==> src/rtl/pipe_stage_skid.sv <==
// Pipeline register stage with optional two-entry skid buffer.
// SKID=1: main entry M plus skid entry S, in_ready driven straight from a flop
//         so out_ready never reaches in_ready combinationally.
// SKID=0: single entry M, in_ready = ~M.valid | out_ready.
// Flush clears the valid bits only; stored ctrl/data bits are left untouched.
module pipe_stage_skid #(
    parameter int DATA_W = 64,
    parameter int CTRL_W = 9,
    parameter int SKID   = 1
) (
    input  logic              clk,
    input  logic              rst,
    input  logic              flush,
    input  logic              in_valid,
    output logic              in_ready,
    input  logic [CTRL_W-1:0] in_ctrl,
    input  logic [DATA_W-1:0] in_data,
    output logic              out_valid,
    input  logic              out_ready,
    output logic [CTRL_W-1:0] out_ctrl,
    output logic [DATA_W-1:0] out_data,
    output logic [1:0]        count
);

    localparam logic HAS_SKID = (SKID != 32'sd0);

    // Main entry (drives the outputs)
    logic              m_valid_r;
    logic [CTRL_W-1:0] m_ctrl_r;
    logic [DATA_W-1:0] m_data_r;
    // Skid entry (only ever filled when HAS_SKID)
    logic              s_valid_r;
    logic [CTRL_W-1:0] s_ctrl_r;
    logic [DATA_W-1:0] s_data_r;
    // Registered copies of derived outputs
    logic              ready_r;
    logic [CTRL_W-1:0] out_ctrl_r;
    logic [1:0]        count_r;

    // Next-state values
    logic              m_valid_s;
    logic [CTRL_W-1:0] m_ctrl_s;
    logic [DATA_W-1:0] m_data_s;
    logic              s_valid_s;
    logic [CTRL_W-1:0] s_ctrl_s;
    logic [DATA_W-1:0] s_data_s;
    logic              ready_s;
    logic [CTRL_W-1:0] out_ctrl_s;
    logic [1:0]        count_s;

    // Handshake terms
    logic ix_s;
    logic ox_s;
    logic m_take_s;

    // Upstream ready: flop output with a skid entry, pass-through otherwise
    always_comb begin
        if (HAS_SKID) begin
            in_ready = ready_r;
        end else begin
            in_ready = ~m_valid_r | out_ready;
        end
    end

    // Transfer qualifiers for both sides of the stage
    always_comb begin
        ix_s     = in_valid & in_ready;
        ox_s     = m_valid_r & out_ready;
        m_take_s = ~m_valid_r | ox_s;
    end

    // Next-state computation for M, S and the registered outputs
    always_comb begin
        m_valid_s = m_valid_r;
        m_ctrl_s  = m_ctrl_r;
        m_data_s  = m_data_r;
        s_valid_s = s_valid_r;
        s_ctrl_s  = s_ctrl_r;
        s_data_s  = s_data_r;

        if (m_take_s) begin
            if (s_valid_r) begin
                // Oldest held entry moves forward; S is never written in the
                // same cycle because in_ready is low while S is occupied.
                m_valid_s = 1'b1;
                m_ctrl_s  = s_ctrl_r;
                m_data_s  = s_data_r;
                s_valid_s = 1'b0;
            end else if (ix_s) begin
                m_valid_s = 1'b1;
                m_ctrl_s  = in_ctrl;
                m_data_s  = in_data;
            end else begin
                m_valid_s = 1'b0;
            end
        end else begin
            // M is stalled: a newly accepted entry parks in S
            if (ix_s && HAS_SKID) begin
                s_valid_s = 1'b1;
                s_ctrl_s  = in_ctrl;
                s_data_s  = in_data;
            end else begin
                s_valid_s = s_valid_r;
            end
        end

        // Flush drops every held entry (including one accepted this cycle)
        // but keeps the payload bits as they are.
        if (flush) begin
            m_valid_s = 1'b0;
            s_valid_s = 1'b0;
        end else begin
            m_valid_s = m_valid_s;
        end

        ready_s    = ~s_valid_s;
        out_ctrl_s = m_valid_s ? m_ctrl_s : {CTRL_W{1'b0}};
        count_s    = {1'b0, m_valid_s} + {1'b0, s_valid_s};
    end

    // State registers with synchronous reset taking priority over flush
    always_ff @(posedge clk) begin
        if (rst) begin
            m_valid_r  <= 1'b0;
            m_ctrl_r   <= {CTRL_W{1'b0}};
            m_data_r   <= {DATA_W{1'b0}};
            s_valid_r  <= 1'b0;
            s_ctrl_r   <= {CTRL_W{1'b0}};
            s_data_r   <= {DATA_W{1'b0}};
            ready_r    <= 1'b1;
            out_ctrl_r <= {CTRL_W{1'b0}};
            count_r    <= 2'd0;
        end else begin
            m_valid_r  <= m_valid_s;
            m_ctrl_r   <= m_ctrl_s;
            m_data_r   <= m_data_s;
            s_valid_r  <= s_valid_s;
            s_ctrl_r   <= s_ctrl_s;
            s_data_r   <= s_data_s;
            ready_r    <= ready_s;
            out_ctrl_r <= out_ctrl_s;
            count_r    <= count_s;
        end
    end

    assign out_valid = m_valid_r;
    assign out_data  = m_data_r;
    assign out_ctrl  = out_ctrl_r;
    assign count     = count_r;

endmodule

==> config.mk <==
export PLATFORM = sky130hd
export DESIGN_NAME = pipe_stage_skid
export DESIGN_NICKNAME = d
export VERILOG_FILES = /design/src/rtl/pipe_stage_skid.sv
export SDC_FILE = /design/constraint.sdc
export NUM_CORES = 1
export LEC_CHECK = 0
export ABC_AREA = 0
export BUFFER_PORTS_ARGS = -buffer_cell sky130_fd_sc_hd__buf_2
export CORE_UTILIZATION = 58
export DETAILED_ROUTE_END_ITERATION = 8
export GPL_ROUTABILITY_DRIVEN = 0
export PLACE_DENSITY = 0.85
export SLEW_MARGIN = 20
export SYNTH_ARGS = -nofsm -noshare
export SYNTH_HDL_FRONTEND = slang
export SYNTH_SLANG_ARGS = --single-unit
==> constraint.sdc <==
create_clock -name clk -period 1.9 [get_ports clk]
set_input_delay 0.095 -clock clk [delete_from_list [all_inputs] [get_ports clk]]
set_output_delay 0.095 -clock clk [all_outputs]
set_load 0.005 [all_outputs]
==> impl_metrics.tcl <==
set metrics [dict create \
    status "completed" \
    ys_seq_area_frac 0.476 \
    start_util 0.607 \
    ys_types 27 \
    wl_per_cell_microns 18.5 \
    synth_top_family_by_area "compound AO/OA/AOI/OAI gates" \
    finalHoldViolations 0 \
    clock_sinks 160 \
    synth-compound-area-share 0.249 \
    yosys_warnings 0 \
    synth_area_leaders "dfxtp_1, a211oi_2, a21oi_1" \
    h-tree-depth 4 \
    yosysTopAreaCell "dfxtp_1" \
    hpwl_mm 10.7 \
    gr-total-overflow 0 \
    hp-class "in2reg" \
    critical-path-top-delay-family "flip-flops" \
    dieArea_sq_mm 0.0120 \
    period_needed_ps 1570 \
    path_cells "buf_4, mux2i_1, a211oi_2" \
    fin_skew_ps 5.54 \
    syn_avg_cell_area_sq_um 9.63 \
    leakage_nw 3.32 \
    grt_pass1_vias 6316 \
    wirelength_mm 19.3 \
    place_ws_ps 407 \
    syn_area_sq_mm 0.00673 \
    cp_slowest_cell "dfxtp_4" \
    clockBufferDepth 2 \
    grt_pass1_wl_mm 30.0 \
    cts_inserted_buffers 17 \
    cp_slowest_stage_delay_ps 510 \
    grt_max_degree 77 \
    port_buffers 154 \
    clk_pin_slew_worst_paths_ps 60 \
    viasPerCell 5.93 \
    synth_nets 776 \
    startpoint_type "register" \
    critPathRequiredTime_ps 2170 \
    critPathKind "reg2reg" \
    grt_use_total 0.325 \
    ant_nets 0 \
    path_buf_inv 1 \
    synth_top_area_share 0.476 \
    period_share 0.828 \
    io_pins 155 \
    grt_antenna_before_repair 0 \
    ir_drop_mv 0.612 \
    postSynthCellCount 698 \
    slew_viol_final 0 \
    synthXorXnorAreaFrac 0 \
    clockRootBuffer "clkbuf_16" \
    whs_ps 82.8 \
    drc 0 \
    synthAdderAreaFrac 0 \
    dr_total_vias 6207 \
    drive_gt1_frac 0.302 \
    yosys_register_bits 160 \
    dieHeight_microns 110 \
    syn_to_final_growth_pct 29.9 \
    first_pass_iters 5 \
    slew_headroom 0.429 \
    tns_ps 0 \
    muxShareOfSynthArea 0.110 \
    synth-simple-area-share 0.0990 \
    crit_path_end_kind "register" \
    rsz0062_at_grt "no" \
    max_freq_mhz 636 \
    coreArea_sq_mm 0.0111 \
    critPathMaxFanout 25 \
    finalSetupViolCount 0 \
    drtIter0Drc 526 \
    nNetsFinal 972 \
    worst_pin_slew_ps 854 \
    worst_skew_pair.late_latency_ps 420 \
    cap_violations 0 \
    fin_ws_ps 327 \
    die_x_microns 110 \
    std_cell_rows 38 \
    cts_tree "done" \
    power_per_cell_area_mw_per_mm2 888 \
    antenna_cells 0 \
    cp.arrival_ps 1840 \
]
==> metal layers <==
layer | wire length, microns | share of wire | vias up | GRT usage
li1 | - | - | 2860 | -
met1 | 7580 | 0.39 | 2994 | 0.371
met2 | 9980 | 0.52 | 289 | 0.566
met3 | 1120 | 0.058 | 64 | 0.0682
met4 | 637 | 0.033 | 0 | 0.175
met5 | 0 | 0 | - | 0
==> what timing repair did <==
item                                   4_1_cts  5_1_grt
hold buffers                                73        0
endpoints found under the hold margin       73        0
gates resized for setup                      0        0
buffers inserted                             0        0
==> logic make-up (layout without fill, tap and decap cells) <==
family | after synthesis | after routing
AND/OR/NAND/NOR | 165 | 165
AO/OA/AOI/OAI | 232 | 232
flip-flops | 160 | 160
multiplexers | 73 | 73
buffers and inverters | 68 | 276
==> worst reg2reg max path: stages, from the launching register on <==
cell and delay (ps):
dfxtp_4 510, buf_4 460, mux2i_1 340, a211oi_2 120
==> cell usage after synthesis <==
| master | n |
|---|---|
| dfxtp_1 | 160 |
| a21oi_1 | 147 |
| nand2_1 | 146 |
| mux2i_1 | 64 |
| a211oi_2 | 60 |
| buf_2 | 29 |
| clkbuf_1 | 15 |
| a32o_1 | 9 |
| mux2_2 | 9 |
| nand3_1 | 9 |
| o21ai_0 | 9 |
| buf_1 | 8 |
| buf_12 | 7 |
| buf_4 | 7 |
| a211oi_1 | 4 |
| nor2_1 | 3 |
| and3_1 | 2 |
| a21boi_0 | 1 |
| a21o_2 | 1 |
| and2b_1 | 1 |
| and4b_1 | 1 |
| buf_6 | 1 |
| inv_1 | 1 |
| nand2b_1 | 1 |
| nand4b_1 | 1 |
| nor3_4 | 1 |
| o21a_1 | 1 |
==> layout make-up <==
cell class,count,area [sq um]
Multi-Input combinational cell,470,3090
Tap cell,140,175
Fill cell,665,2340
Inverter,1,3.75
Clock buffer,25,505
Sequential cell,160,3210
Clock inverter,6,55.1
Timing Repair Buffer,244,1700
==> flip-flops by register name (all words and copies together), names as in the netlist <==
signal / cells
count: 2
in_ready: 1
m_ctrl_r: 9
out_ctrl: 9
out_data: 64
out_valid: 1
s_ctrl_r: 9
s_data_r: 64
s_valid_r: 1
==> placed cells by master, fill, tap and decap left out, drive strengths merged, types with 9 or more instances in the layout <==
cell	n
nand2	146
dlygate4sd3	73
clkbuf	25
buf	171
a211oi	64
a21oi	147
o21ai	9
mux2	9
dfxtp	160
a32o	9
mux2i	64
nand3	9
==> metrics by stage <==
stage	total power [mW]	cell area (sq um)	std cells	utilization
after floorplan	4.10	6730	698	-
after global placement	4.39	7450	942	0.672
after detailed placement	4.43	7450	942	0.672
after CTS	7.73	8740	1046	0.789
after global routing	8.02	8740	1046	0.789
final	7.76	8740	1046	0.789
==> final timing paths <==
| kind | startpoint | end | slack, ps | cells past startpoint |
|---|---|---|---|---|
| max | s_valid_r$_SDFF_PP0_ | out_data[33]$_SDFFE_PP0P_ | 330 | 3 |
| max reg2reg | s_valid_r$_SDFF_PP0_ | out_data[33]$_SDFFE_PP0P_ | 330 | 3 |
| min | rst | s_data_r[38]$_SDFFE_PP0P_ | 80 | 2 |
| min reg2reg | s_data_r[46]$_SDFFE_PP0P_ | s_data_r[46]$_SDFFE_PP0P_ | 460 | 2 |
==> power breakdown <==
part / internal (mW) / switching, mW
sequential: 3.50 / 0.0848
combinational: 0.435 / 0.491
clock: 1.96 / 1.28
Note: power is estimated with default switching activity, not from simulation.
